--- config.mk ---
export PLATFORM = sky130hd
export DESIGN_NAME = biquad8_coeff_loader_flat
export DESIGN_NICKNAME = d
export VERILOG_FILES = /design/src/rtl/biquad8_coeff_loader_pkg.sv /design/src/rtl/biquad8_coeff_loader_if.sv /design/src/rtl/biquad8_coeff_loader_wb_term_timer.sv /design/src/rtl/biquad8_coeff_loader.sv /design/src/flat_wrapper.sv
export SDC_FILE = /design/constraint.sdc
export NUM_CORES = 1
export LEC_CHECK = 0
export CAP_MARGIN = 20
export CORE_MARGIN = 5
export CORE_UTILIZATION = 29
export DETAILED_ROUTE_END_ITERATION = 7
export PLACE_DENSITY = 0.51
export SYNTH_ARGS = -nofsm -noshare
export SYNTH_HDL_FRONTEND = slang
export SYNTH_SLANG_ARGS = --single-unit
--- constraint.sdc ---
create_clock -name wb_clk_i -period 2.4 [get_ports wb_clk_i]
set_input_delay 0.48 -clock wb_clk_i [delete_from_list [all_inputs] [get_ports wb_clk_i]]
set_output_delay 0.48 -clock wb_clk_i [all_outputs]
set_load 0.05 [all_outputs]
--- src/rtl/biquad8_coeff_loader_pkg.sv ---
// Shared types for the biquad8 coefficient loader: FSM states, table entry layout
// and the fixed update-strobe write.
package biquad8_loader_pkg;

    typedef enum logic [2:0] {
        IDLE,
        FETCH,
        WAIT,
        WRITE,
        GAP,
        UPDATE,
        ABORT,
        DONE
    } state_t;

    // One table word as stored in the coefficient BRAM/ROM.
    typedef struct packed {
        logic [6:0]  adr;
        logic [17:0] dat;
    } coeff_entry_t;

    localparam int          TBL_W      = $bits(coeff_entry_t);
    localparam logic [6:0]  UPDATE_ADR = 7'h00;
    localparam logic [31:0] UPDATE_DAT = 32'h0000_0001;

    function automatic logic [31:0] sext18(input logic [17:0] v);
        return {{14{v[17]}}, v};
    endfunction

endpackage

--- src/rtl/biquad8_coeff_loader_if.sv ---
// Classic single-transfer WISHBONE write bus between the loader (master) and
// the biquad8 coefficient target (slave).
interface biquad8_coeff_loader_if;

    logic        cyc;
    logic        stb;
    logic        we;
    logic [6:0]  adr;
    logic [31:0] dat;
    logic [3:0]  sel;
    logic        ack;
    logic        err;
    logic        rty;

    modport master (
        output cyc, stb, we, adr, dat, sel,
        input  ack, err, rty
    );

    modport slave (
        input  cyc, stb, we, adr, dat, sel,
        output ack, err, rty
    );

endinterface

--- src/rtl/biquad8_coeff_loader_wb_term_timer.sv ---
// Bus termination watchdog: cleared at the start of each strobe, counts enabled
// cycles and flags the last permitted cycle so the initiator can abort.
module wb_term_timer #(
    parameter int TIMEOUT = 1023
) (
    input  logic clk,
    input  logic rst,
    input  logic clr_i,
    input  logic en_i,
    output logic expired_o
);

    localparam int             CW   = $clog2(TIMEOUT + 1);
    localparam logic [CW-1:0] LAST = CW'(TIMEOUT - 1);

    logic [CW-1:0] count_q;
    logic [CW-1:0] count_d;

    always_comb begin
        // NOTE: the hold value is assigned first so every path drives count_d and no latch is inferred.
        count_d = count_q;
        if (clr_i) begin
            count_d = '0;
        end else if (en_i && (count_q != LAST)) begin
            count_d = count_q + CW'(1);
        end
    end

    // NOTE: flops use <= so every register samples the values from before the edge.
    always_ff @(posedge clk or posedge rst) begin
        if (rst) begin
            count_q <= '0;
        end else begin
            count_q <= count_d;
        end
    end

    // Fires in the TIMEOUT-th enabled cycle, so the strobe is held exactly TIMEOUT cycles.
    assign expired_o = en_i && (count_q == LAST);

endmodule

--- src/rtl/biquad8_coeff_loader.sv ---
// WISHBONE initiator that copies {adr, coeff} table entries into a biquad8 target
// one single write at a time, then issues the update strobe so they go live together.
module biquad8_coeff_loader
    import biquad8_loader_pkg::*;
#(
    parameter int MAX_ENTRY = 32,
    parameter int TIMEOUT   = 1023,
    parameter int MAX_RETRY = 3,
    parameter bit DO_UPDATE = 1'b1
) (
    input  logic                           wb_clk_i,
    input  logic                           wb_rst_i,
    input  logic                           start_i,
    input  logic [$clog2(MAX_ENTRY):0]     nentry_i,
    output logic [$clog2(MAX_ENTRY)-1:0]   tbl_adr_o,
    input  logic [TBL_W-1:0]               tbl_dat_i,
    output logic                           busy_o,
    output logic                           done_o,
    output logic                           err_o,
    biquad8_coeff_loader_if.master         wb
);

    localparam int AW = $clog2(MAX_ENTRY);
    localparam int NW = AW + 1;
    localparam int RW = $clog2(MAX_RETRY + 1) + 1;

    state_t        state_q, state_d;
    logic [NW-1:0] idx_q, idx_d;
    logic [NW-1:0] nentry_q, nentry_d;
    logic [RW-1:0] retry_q, retry_d;
    logic          retry_pend_q, retry_pend_d;
    logic          upd_q, upd_d;
    logic          cyc_q, cyc_d;
    logic [6:0]    adr_q, adr_d;
    logic [31:0]   dat_q, dat_d;
    logic          busy_q, busy_d;
    logic          done_q, done_d;
    logic          err_q, err_d;

    logic          tmr_clr;
    logic          tmr_en;
    logic          tmr_expired;
    coeff_entry_t  entry;

    assign entry = coeff_entry_t'(tbl_dat_i);

    wb_term_timer #(
        .TIMEOUT (TIMEOUT)
    ) u_term_timer (
        .clk       (wb_clk_i),
        .rst       (wb_rst_i),
        .clr_i     (tmr_clr),
        .en_i      (tmr_en),
        .expired_o (tmr_expired)
    );

    always_comb begin
        state_d      = state_q;
        idx_d        = idx_q;
        nentry_d     = nentry_q;
        retry_d      = retry_q;
        retry_pend_d = retry_pend_q;
        upd_d        = upd_q;
        cyc_d        = cyc_q;
        adr_d        = adr_q;
        dat_d        = dat_q;
        err_d        = err_q;
        tmr_clr      = 1'b0;
        tmr_en       = 1'b0;

        unique case (state_q)
            // DONE accepts a start too, since busy_o is already low there.
            IDLE, DONE: begin
                state_d = IDLE;
                if (start_i) begin
                    err_d    = 1'b0;
                    idx_d    = '0;
                    nentry_d = nentry_i;
                    if (nentry_i != '0) begin
                        state_d = FETCH;
                    end else if (DO_UPDATE) begin
                        state_d = UPDATE;
                    end else begin
                        state_d = DONE;
                    end
                end
            end

            FETCH: begin
                state_d = WAIT;
            end

            WAIT: begin
                adr_d        = {entry.adr[6:2], 2'b00};
                dat_d        = sext18(entry.dat);
                upd_d        = 1'b0;
                retry_d      = '0;
                retry_pend_d = 1'b0;
                cyc_d        = 1'b1;
                tmr_clr      = 1'b1;
                state_d      = WRITE;
            end

            UPDATE: begin
                adr_d        = UPDATE_ADR;
                dat_d        = UPDATE_DAT;
                upd_d        = 1'b1;
                retry_d      = '0;
                retry_pend_d = 1'b0;
                cyc_d        = 1'b1;
                tmr_clr      = 1'b1;
                state_d      = WRITE;
            end

            WRITE: begin
                tmr_en = 1'b1;
                if (wb.err) begin
                    cyc_d   = 1'b0;
                    state_d = ABORT;
                end else if (wb.rty) begin
                    cyc_d = 1'b0;
                    if (retry_q >= RW'(MAX_RETRY)) begin
                        state_d = ABORT;
                    end else begin
                        retry_d      = retry_q + RW'(1);
                        retry_pend_d = 1'b1;
                        state_d      = GAP;
                    end
                end else if (wb.ack) begin
                    cyc_d = 1'b0;
                    if (upd_q) begin
                        state_d = DONE;
                    end else begin
                        idx_d   = idx_q + NW'(1);
                        state_d = GAP;
                    end
                end else if (tmr_expired) begin
                    cyc_d   = 1'b0;
                    state_d = ABORT;
                end
            end

            // One idle bus cycle so the target sees cyc low; a retry reuses the held adr/dat.
            GAP: begin
                if (retry_pend_q) begin
                    retry_pend_d = 1'b0;
                    cyc_d        = 1'b1;
                    tmr_clr      = 1'b1;
                    state_d      = WRITE;
                end else if (idx_q < nentry_q) begin
                    state_d = FETCH;
                end else if (DO_UPDATE) begin
                    state_d = UPDATE;
                end else begin
                    state_d = DONE;
                end
            end

            ABORT: begin
                err_d   = 1'b1;
                state_d = DONE;
            end

            default: begin
                cyc_d   = 1'b0;
                state_d = IDLE;
            end
        endcase

        busy_d = !(state_d inside {IDLE, DONE});
        done_d = (state_d == DONE);
    end

    always_ff @(posedge wb_clk_i or posedge wb_rst_i) begin
        if (wb_rst_i) begin
            state_q      <= IDLE;
            idx_q        <= '0;
            nentry_q     <= '0;
            retry_q      <= '0;
            retry_pend_q <= 1'b0;
            upd_q        <= 1'b0;
            cyc_q        <= 1'b0;
            adr_q        <= '0;
            dat_q        <= '0;
            busy_q       <= 1'b0;
            done_q       <= 1'b0;
            err_q        <= 1'b0;
        end else begin
            state_q      <= state_d;
            idx_q        <= idx_d;
            nentry_q     <= nentry_d;
            retry_q      <= retry_d;
            retry_pend_q <= retry_pend_d;
            upd_q        <= upd_d;
            cyc_q        <= cyc_d;
            adr_q        <= adr_d;
            dat_q        <= dat_d;
            busy_q       <= busy_d;
            done_q       <= done_d;
            err_q        <= err_d;
        end
    end

    assign tbl_adr_o = idx_q[AW-1:0];
    assign busy_o    = busy_q;
    assign done_o    = done_q;
    assign err_o     = err_q;

    // Single outstanding write: stb and we simply follow cyc.
    assign wb.cyc = cyc_q;
    assign wb.stb = cyc_q;
    assign wb.we  = cyc_q;
    assign wb.adr = adr_q;
    assign wb.dat = dat_q;
    assign wb.sel = 4'b1111;

endmodule
--- src/flat_wrapper.sv ---
// flat-port wrapper written by rule: the top's interface ports become plain ports
module biquad8_coeff_loader_flat import biquad8_loader_pkg::*;
#(
    parameter int MAX_ENTRY = 32,
    parameter int TIMEOUT   = 1023,
    parameter int MAX_RETRY = 3,
    parameter bit DO_UPDATE = 1'b1
)
  (wb_clk_i, wb_rst_i, start_i, nentry_i, tbl_adr_o, tbl_dat_i, busy_o, done_o, err_o, wb_cyc, wb_stb, wb_we, wb_adr, wb_dat, wb_sel, wb_ack, wb_err, wb_rty);
  biquad8_coeff_loader_if wb_i ();
  input  logic wb_clk_i;
  input  logic wb_rst_i;
  input  logic start_i;
  input  logic [$clog2(MAX_ENTRY):0] nentry_i;
  output logic [$clog2(MAX_ENTRY)-1:0] tbl_adr_o;
  input  logic [TBL_W-1:0] tbl_dat_i;
  output logic busy_o;
  output logic done_o;
  output logic err_o;
  output wire logic [$bits(wb_i.cyc)-1:0] wb_cyc;
  output wire logic [$bits(wb_i.stb)-1:0] wb_stb;
  output wire logic [$bits(wb_i.we)-1:0] wb_we;
  output wire logic [$bits(wb_i.adr)-1:0] wb_adr;
  output wire logic [$bits(wb_i.dat)-1:0] wb_dat;
  output wire logic [$bits(wb_i.sel)-1:0] wb_sel;
  input wire logic [$bits(wb_i.ack)-1:0] wb_ack;
  input wire logic [$bits(wb_i.err)-1:0] wb_err;
  input wire logic [$bits(wb_i.rty)-1:0] wb_rty;
  assign wb_cyc = wb_i.cyc;
  assign wb_stb = wb_i.stb;
  assign wb_we = wb_i.we;
  assign wb_adr = wb_i.adr;
  assign wb_dat = wb_i.dat;
  assign wb_sel = wb_i.sel;
  assign wb_i.ack = wb_ack;
  assign wb_i.err = wb_err;
  assign wb_i.rty = wb_rty;
  biquad8_coeff_loader #(.MAX_ENTRY(MAX_ENTRY), .TIMEOUT(TIMEOUT), .MAX_RETRY(MAX_RETRY), .DO_UPDATE(DO_UPDATE)) u_core (.wb_clk_i(wb_clk_i), .wb_rst_i(wb_rst_i), .start_i(start_i), .nentry_i(nentry_i), .tbl_adr_o(tbl_adr_o), .tbl_dat_i(tbl_dat_i), .busy_o(busy_o), .done_o(done_o), .err_o(err_o), .wb(wb_i));
endmodule
* After elaboration in Yosys (flattened, before gate mapping)
Cells that the tools add are included.
Widths: inputs -> output; s select.
** Word-level totals
- Flip-flop bits (word level) :: 73
- Output and inout port bits :: 54
** Operators by class
- Add/subtract/negate cells :: 3
- Magnitude comparators :: 2
- Eq/ne operators :: 19
- Multiplexer cells :: 41
- Reductions and logical operators :: 23
** Operators by type and width (count)
- $pmux 32 s2 :: 1
- $mux 3 :: 11
- $mux 6 :: 5
- $mux 10 :: 2
- $pmux 3 s6 :: 1
- $eq 3x3->1 const B :: 5
- $ne 2x2->1 const B :: 7
- $pmux 7 s2 :: 1
- $reduce_bool 2->1 :: 7
- $pmux 6 s2 :: 1
- $mux 1 :: 11
- $add 10x1->10 const B :: 1
- $eq 10x10->1 const B :: 1
- $ne 10x10->1 const B :: 1
- $pmux 1 s2 :: 4
- $reduce_and 4->1 :: 2
- $add 6x1->6 const B :: 1
- $eq 3x2->1 const B :: 2
- $logic_not 3->1 :: 2
- $lt 6x6->1 :: 1
- $pmux 3 s2 :: 1
- $reduce_and 6->1 :: 1
- $reduce_bool 6->1 :: 1
- $ne 5x4->1 const B :: 1
- 13 further kinds :: 17

* Depth between registers and ports, before layout
- Depth after elaboration :: 11
- Depth in mapped cells :: 8
- Depth with buffers taken out :: 8

* By module
A second synthesis with hierarchy kept.
** Unflattened totals
- Cell total of the unflattened synthesis :: 286
- Area total of the unflattened synthesis :: 2875.3 µm²
** Modules (own cells, without submodules)
- biquad8_coeff_loader :: instances 1, cells each 225, area an instance 2312.2 µm², seq. area each 1176.1 µm²
- wb_term_timer :: instances 1, cells each 61, area an instance 563.0 µm², seq. area each 250.2 µm²

* Worst setup path after synthesis
No wires, ideal clock.
- Path kind :: reg2reg
- Start :: register u_core.retry_q[0]
- End :: register u_core.busy_q, in the netlist u_core.busy_o
- Arrival time :: 1.792 ns
- Slack :: 0.536 ns
- Cell stages (with the launch flop) :: 9
- Buffers on the path :: 0
- Period minus slack after synthesis :: 1.864 ns
- Cell sequence :: dfrtp_1 ha_1 ha_1 or4b_1 a21oi_1 o311ai_0 nand3_1 a31oi_1 nor2_1
** On the way
- Longest elaborated chain between the ends :: 8
- Elaborated cells on any way between the ends :: 9
- Classes of those cells :: 1 x order compare; 1 x eq/ne; 4 x mux; 3 x reduce/logical
** RTL lines
- from (decl) :: RTL line biquad8_coeff_loader.sv:30 : logic [RW-1:0] retry_q, retry_d;
- from (signal assigned) :: RTL line biquad8_coeff_loader.sv:192 : retry_q <= retry_d;
- $ge 3x2->1 :: RTL line biquad8_coeff_loader.sv:122 : if (retry_q >= RW'(MAX_RETRY)) begin
- $mux 2 :: RTL line biquad8_coeff_loader.sv:122
- $mux 3 :: RTL line biquad8_coeff_loader.sv:120 : end else if (wb.rty) begin
- $mux 3 :: RTL line biquad8_coeff_loader.sv:117 : if (wb.err) begin
- $pmux 3 s6 :: RTL line biquad8_coeff_loader.sv:71 : unique case (state_q)
- $eq 3x3->1
- net u_core.done_d :: RTL line biquad8_coeff_loader.sv:37 : logic done_q, done_d;
- $reduce_bool 2->1 :: RTL line biquad8_coeff_loader.sv:170 : busy_d = !(state_d inside {IDLE, DONE});
- $logic_not 1->1 :: RTL line biquad8_coeff_loader.sv:170
- net u_core.busy_d :: RTL line biquad8_coeff_loader.sv:36 : logic busy_q, busy_d;
- to (signal assigned) :: RTL line biquad8_coeff_loader.sv:198 : busy_q <= busy_d;
- to (decl) :: RTL line biquad8_coeff_loader.sv:36
The timed path passes the listed nets, and every way through them passes these cells.
A chain may end at the register's enable or synchronous reset.

==> results.sh <==
export IMPL_status="finished clean"
export IMPL_wire_per_inst_um=13.8
export IMPL_cts_htree_levels=3
export IMPL_slew_violations=0
export IMPL_grt_remaining_overflow=0
export IMPL_core_area_mm2=0.00964
export IMPL_tns_ps=0
export IMPL_die_width_um=109
export IMPL_power_total_mw=5.86
export IMPL_final_area_mm2=0.00392
export IMPL_dp_hpwl_mm=4.80
export IMPL_clk_pin_slew_ps=70
export IMPL_slowest_delay_ps=890
export IMPL_ys_ff_latch=57
export IMPL_place_gp_congestion=0.738
export IMPL_clockRootBuffer="clkbuf_8"
export IMPL_ys_types=48
export IMPL_setup_violations=0
export IMPL_cp_cell_sequence="clkdlybuf4s50_1"
export IMPL_ys_flop_type="dfrtp_1"
export IMPL_worstPathMaxFanout=16
export IMPL_grt_total_usage_pct=11.3
export IMPL_period_share_pct=95.3
export IMPL_p_leak_nw=1.77
export IMPL_antenna_cells=0
export IMPL_grt_pass1_wl_mm=10.5
export IMPL_synthArstFlopShare_pct=100
export IMPL_ant_nets=0
export IMPL_period_needed_ps=2290
export IMPL_fillers=976
export IMPL_grt_max_degree=24
export IMPL_regArea_mm2=0.00143
export IMPL_initial_core_util_pct=29.4
export IMPL_synth_avg_cell_area_um2=10.5
export IMPL_post_route_util_pct=40.7
export IMPL_drc_errors=0
export IMPL_worstMarginPinSlew_ps=521
export IMPL_maxCapViolCount=0
export IMPL_synth_most_common_cell="dfrtp_1"
export IMPL_synthesis_area_mm2=0.00284
export IMPL_nNetsFinal=386
export IMPL_multiInputGateArea_mm2=0.00114
export IMPL_cts_sinks=57
export IMPL_netlist_instances=269
export IMPL_cts_tree="done"
export IMPL_cpMaxStageDelayCell="clkdlybuf4s50_1"
export IMPL_placed_cell_area_mm2=0.00368
export IMPL_ys_warn_count=0
export IMPL_ios=91
export IMPL_synth_largest_area_cell="dfrtp_1"
export IMPL_postCtsSetupBuffers=0
export IMPL_synth_edf_count=0
export IMPL_rows=36
export IMPL_rsz0062_at_grt="no"
export IMPL_grt_pass1_vias=2200
export IMPL_finalWorstSetupSlack_ps=112
export IMPL_ys_top_cells_by_count="dfrtp_1, buf_4, a22o_1, nor2_1, nand2_1"
export IMPL_routed_wl_mm=6.60
export IMPL_drive_gt1_share_pct=10.2
export IMPL_required_ps=1920
export IMPL_crit_arrival_ps=1810
export IMPL_cts_repair_resized=0
export IMPL_worst_hold_path_type="in2async"
export IMPL_fp_dieH_um=109
export IMPL_power_density_mw_per_mm2=1490
export IMPL_synth_area_leaders="dfrtp_1, buf_4, a22o_1, ha_1, xor2_1"
export IMPL_cts_buffer_depth=2
export IMPL_dr_total_vias=2164
export IMPL_synth_top_area_share_pct=50.3
export IMPL_antenna_found_initial=0
export IMPL_dr_pass1_iters=4
export IMPL_die_area_mm2=0.0119
export IMPL_relSlewSlack_pct=65.2
export IMPL_via_per_inst=4.54
export IMPL_postCtsHoldBufs=0
export IMPL_io_buffers=82
export IMPL_clk_latency_ps=340
export IMPL_critical_path_class="reg2out"
export IMPL_hold_viol=0
export IMPL_area_growth_pct=38.2
export IMPL_cp_num_buf_inv=1
export IMPL_fmax_mhz=437
export IMPL_cts_buffers=9
export IMPL_dp_slack_ps=114
export IMPL_ir_drop_mv=0.697
export IMPL_skew_ps=12.3
export IMPL_start_kind="register"
export IMPL_critical_path_top_delay_family="buffers and inverters"
export IMPL_first_iter_violations=96
export IMPL_end_kind="output port"
export IMPL_yosysSeqAreaShare_pct=50.3
## worst paths after layout
kind / startpoint / end / slack, ps / depth (start not counted)
min reg2reg: u_core.wb.dat[16] / u_core.wb.dat[16] / 500 / 1
max: u_core.wb.dat[30] / wb_dat[26] / 110 / 1
min: wb_rst_i / u_core.wb.adr[3] / 440 / 2
max in group asynchronous: wb_rst_i / u_core.u_term_timer.count_q[3] / 1300 / 3
max reg2reg: u_core.retry_q[0] / u_core.busy_o / 310 / 8
min in group wb_clk_i: u_core.wb.dat[16] / u_core.wb.dat[16] / 500 / 1
## layout make-up
class	instances	share of cell area, %
Timing Repair Buffer	92	23.5
Multi-Input combinational cell	168	29.0
Inverter	11	1.05
Tap cell	133	4.24
Clock inverter	7	2.62
Sequential cell	57	36.4
Clock buffer	9	3.16
## sequential cells by signal, indices dropped and copies added (netlist names)
name and flops:
u_core.busy_o 1, u_core.done_o 1, u_core.err_o 1, u_core.idx_q 6, u_core.nentry_q 6, u_core.retry_pend_q 1, u_core.retry_q 3, u_core.state_q 3
u_core.u_term_timer.count_q 10, u_core.upd_q 1, u_core.wb.adr 5, u_core.wb.cyc 1, u_core.wb.dat 18
## where the power goes
group | internal (mW) | switching, mW | leakage, nW
Sequential | 1.31 | 0.298 | 0.729
Combinational | 1.17 | 2.06 | 0.932
Clock | 0.593 | 0.432 | 0.110
## cells in the final DEF, fill, tap and decap left out, drive strengths merged, types with 2 or more instances in the layout
| cell | synthesis | final |
|---|---|---|
| nand2 | 18 | 18 |
| o21ai | 12 | 12 |
| dfrtp | 57 | 57 |
| dlymetal6s2s | 0 | 6 |
| xor2 | 12 | 12 |
| clkbuf | 6 | 9 |
| nor2b | 4 | 4 |
| inv | 11 | 12 |
| nand2b | 4 | 4 |
| clkinv | 0 | 3 |
| and2 | 2 | 2 |
| a21oi | 8 | 8 |
| nor2 | 21 | 21 |
| nand3 | 12 | 12 |
| a22o | 23 | 23 |
| conb | 2 | 6 |
| nand4 | 6 | 6 |
| or3 | 2 | 2 |
| ha | 10 | 10 |
| bufinv | 0 | 2 |
| nor3 | 3 | 3 |
| clkdlybuf4s50 | 0 | 76 |
| buf | 31 | 10 |
## per-layer routing
layer  part of all wire [%]  routed length (um)  track usage, %
met4                    1.1                  72            5.14
met3                    6.5                 427            3.37
met2                     48                3150            17.6
met5                      0                   0               0
met1                     45                2950            14.5
## metrics by stage
| step | hold WS (ps) | std cells |
|---|---|---|
| global route | 473 | 477 |
| floorplan | 464 | 273 |
| global placement | 483 | 461 |
| CTS | 438 | 477 |
| finish | 442 | 477 |
| detailed placement | 483 | 461 |
## kinds of logic (layout without fill, tap and decap cells)
| logic type | after synthesis | after routing | share of synthesized area (%) |
|---|---|---|---|
| AND/OR/NAND/NOR | 79 | 79 | 14.0 |
| AO/OA/AOI/OAI | 58 | 58 | 16.0 |
| flip-flops | 57 | 57 | 50.3 |
| buffers and inverters | 48 | 119 | 10.3 |
| XOR/XNOR | 13 | 13 | 4.01 |
| adder cells (fa/ha/maj) | 10 | 10 | 4.41 |
| other | 2 | 6 | 0.265 |
| multiplexers | 2 | 2 | 0.750 |
Power figures use the tool's default switching activity.
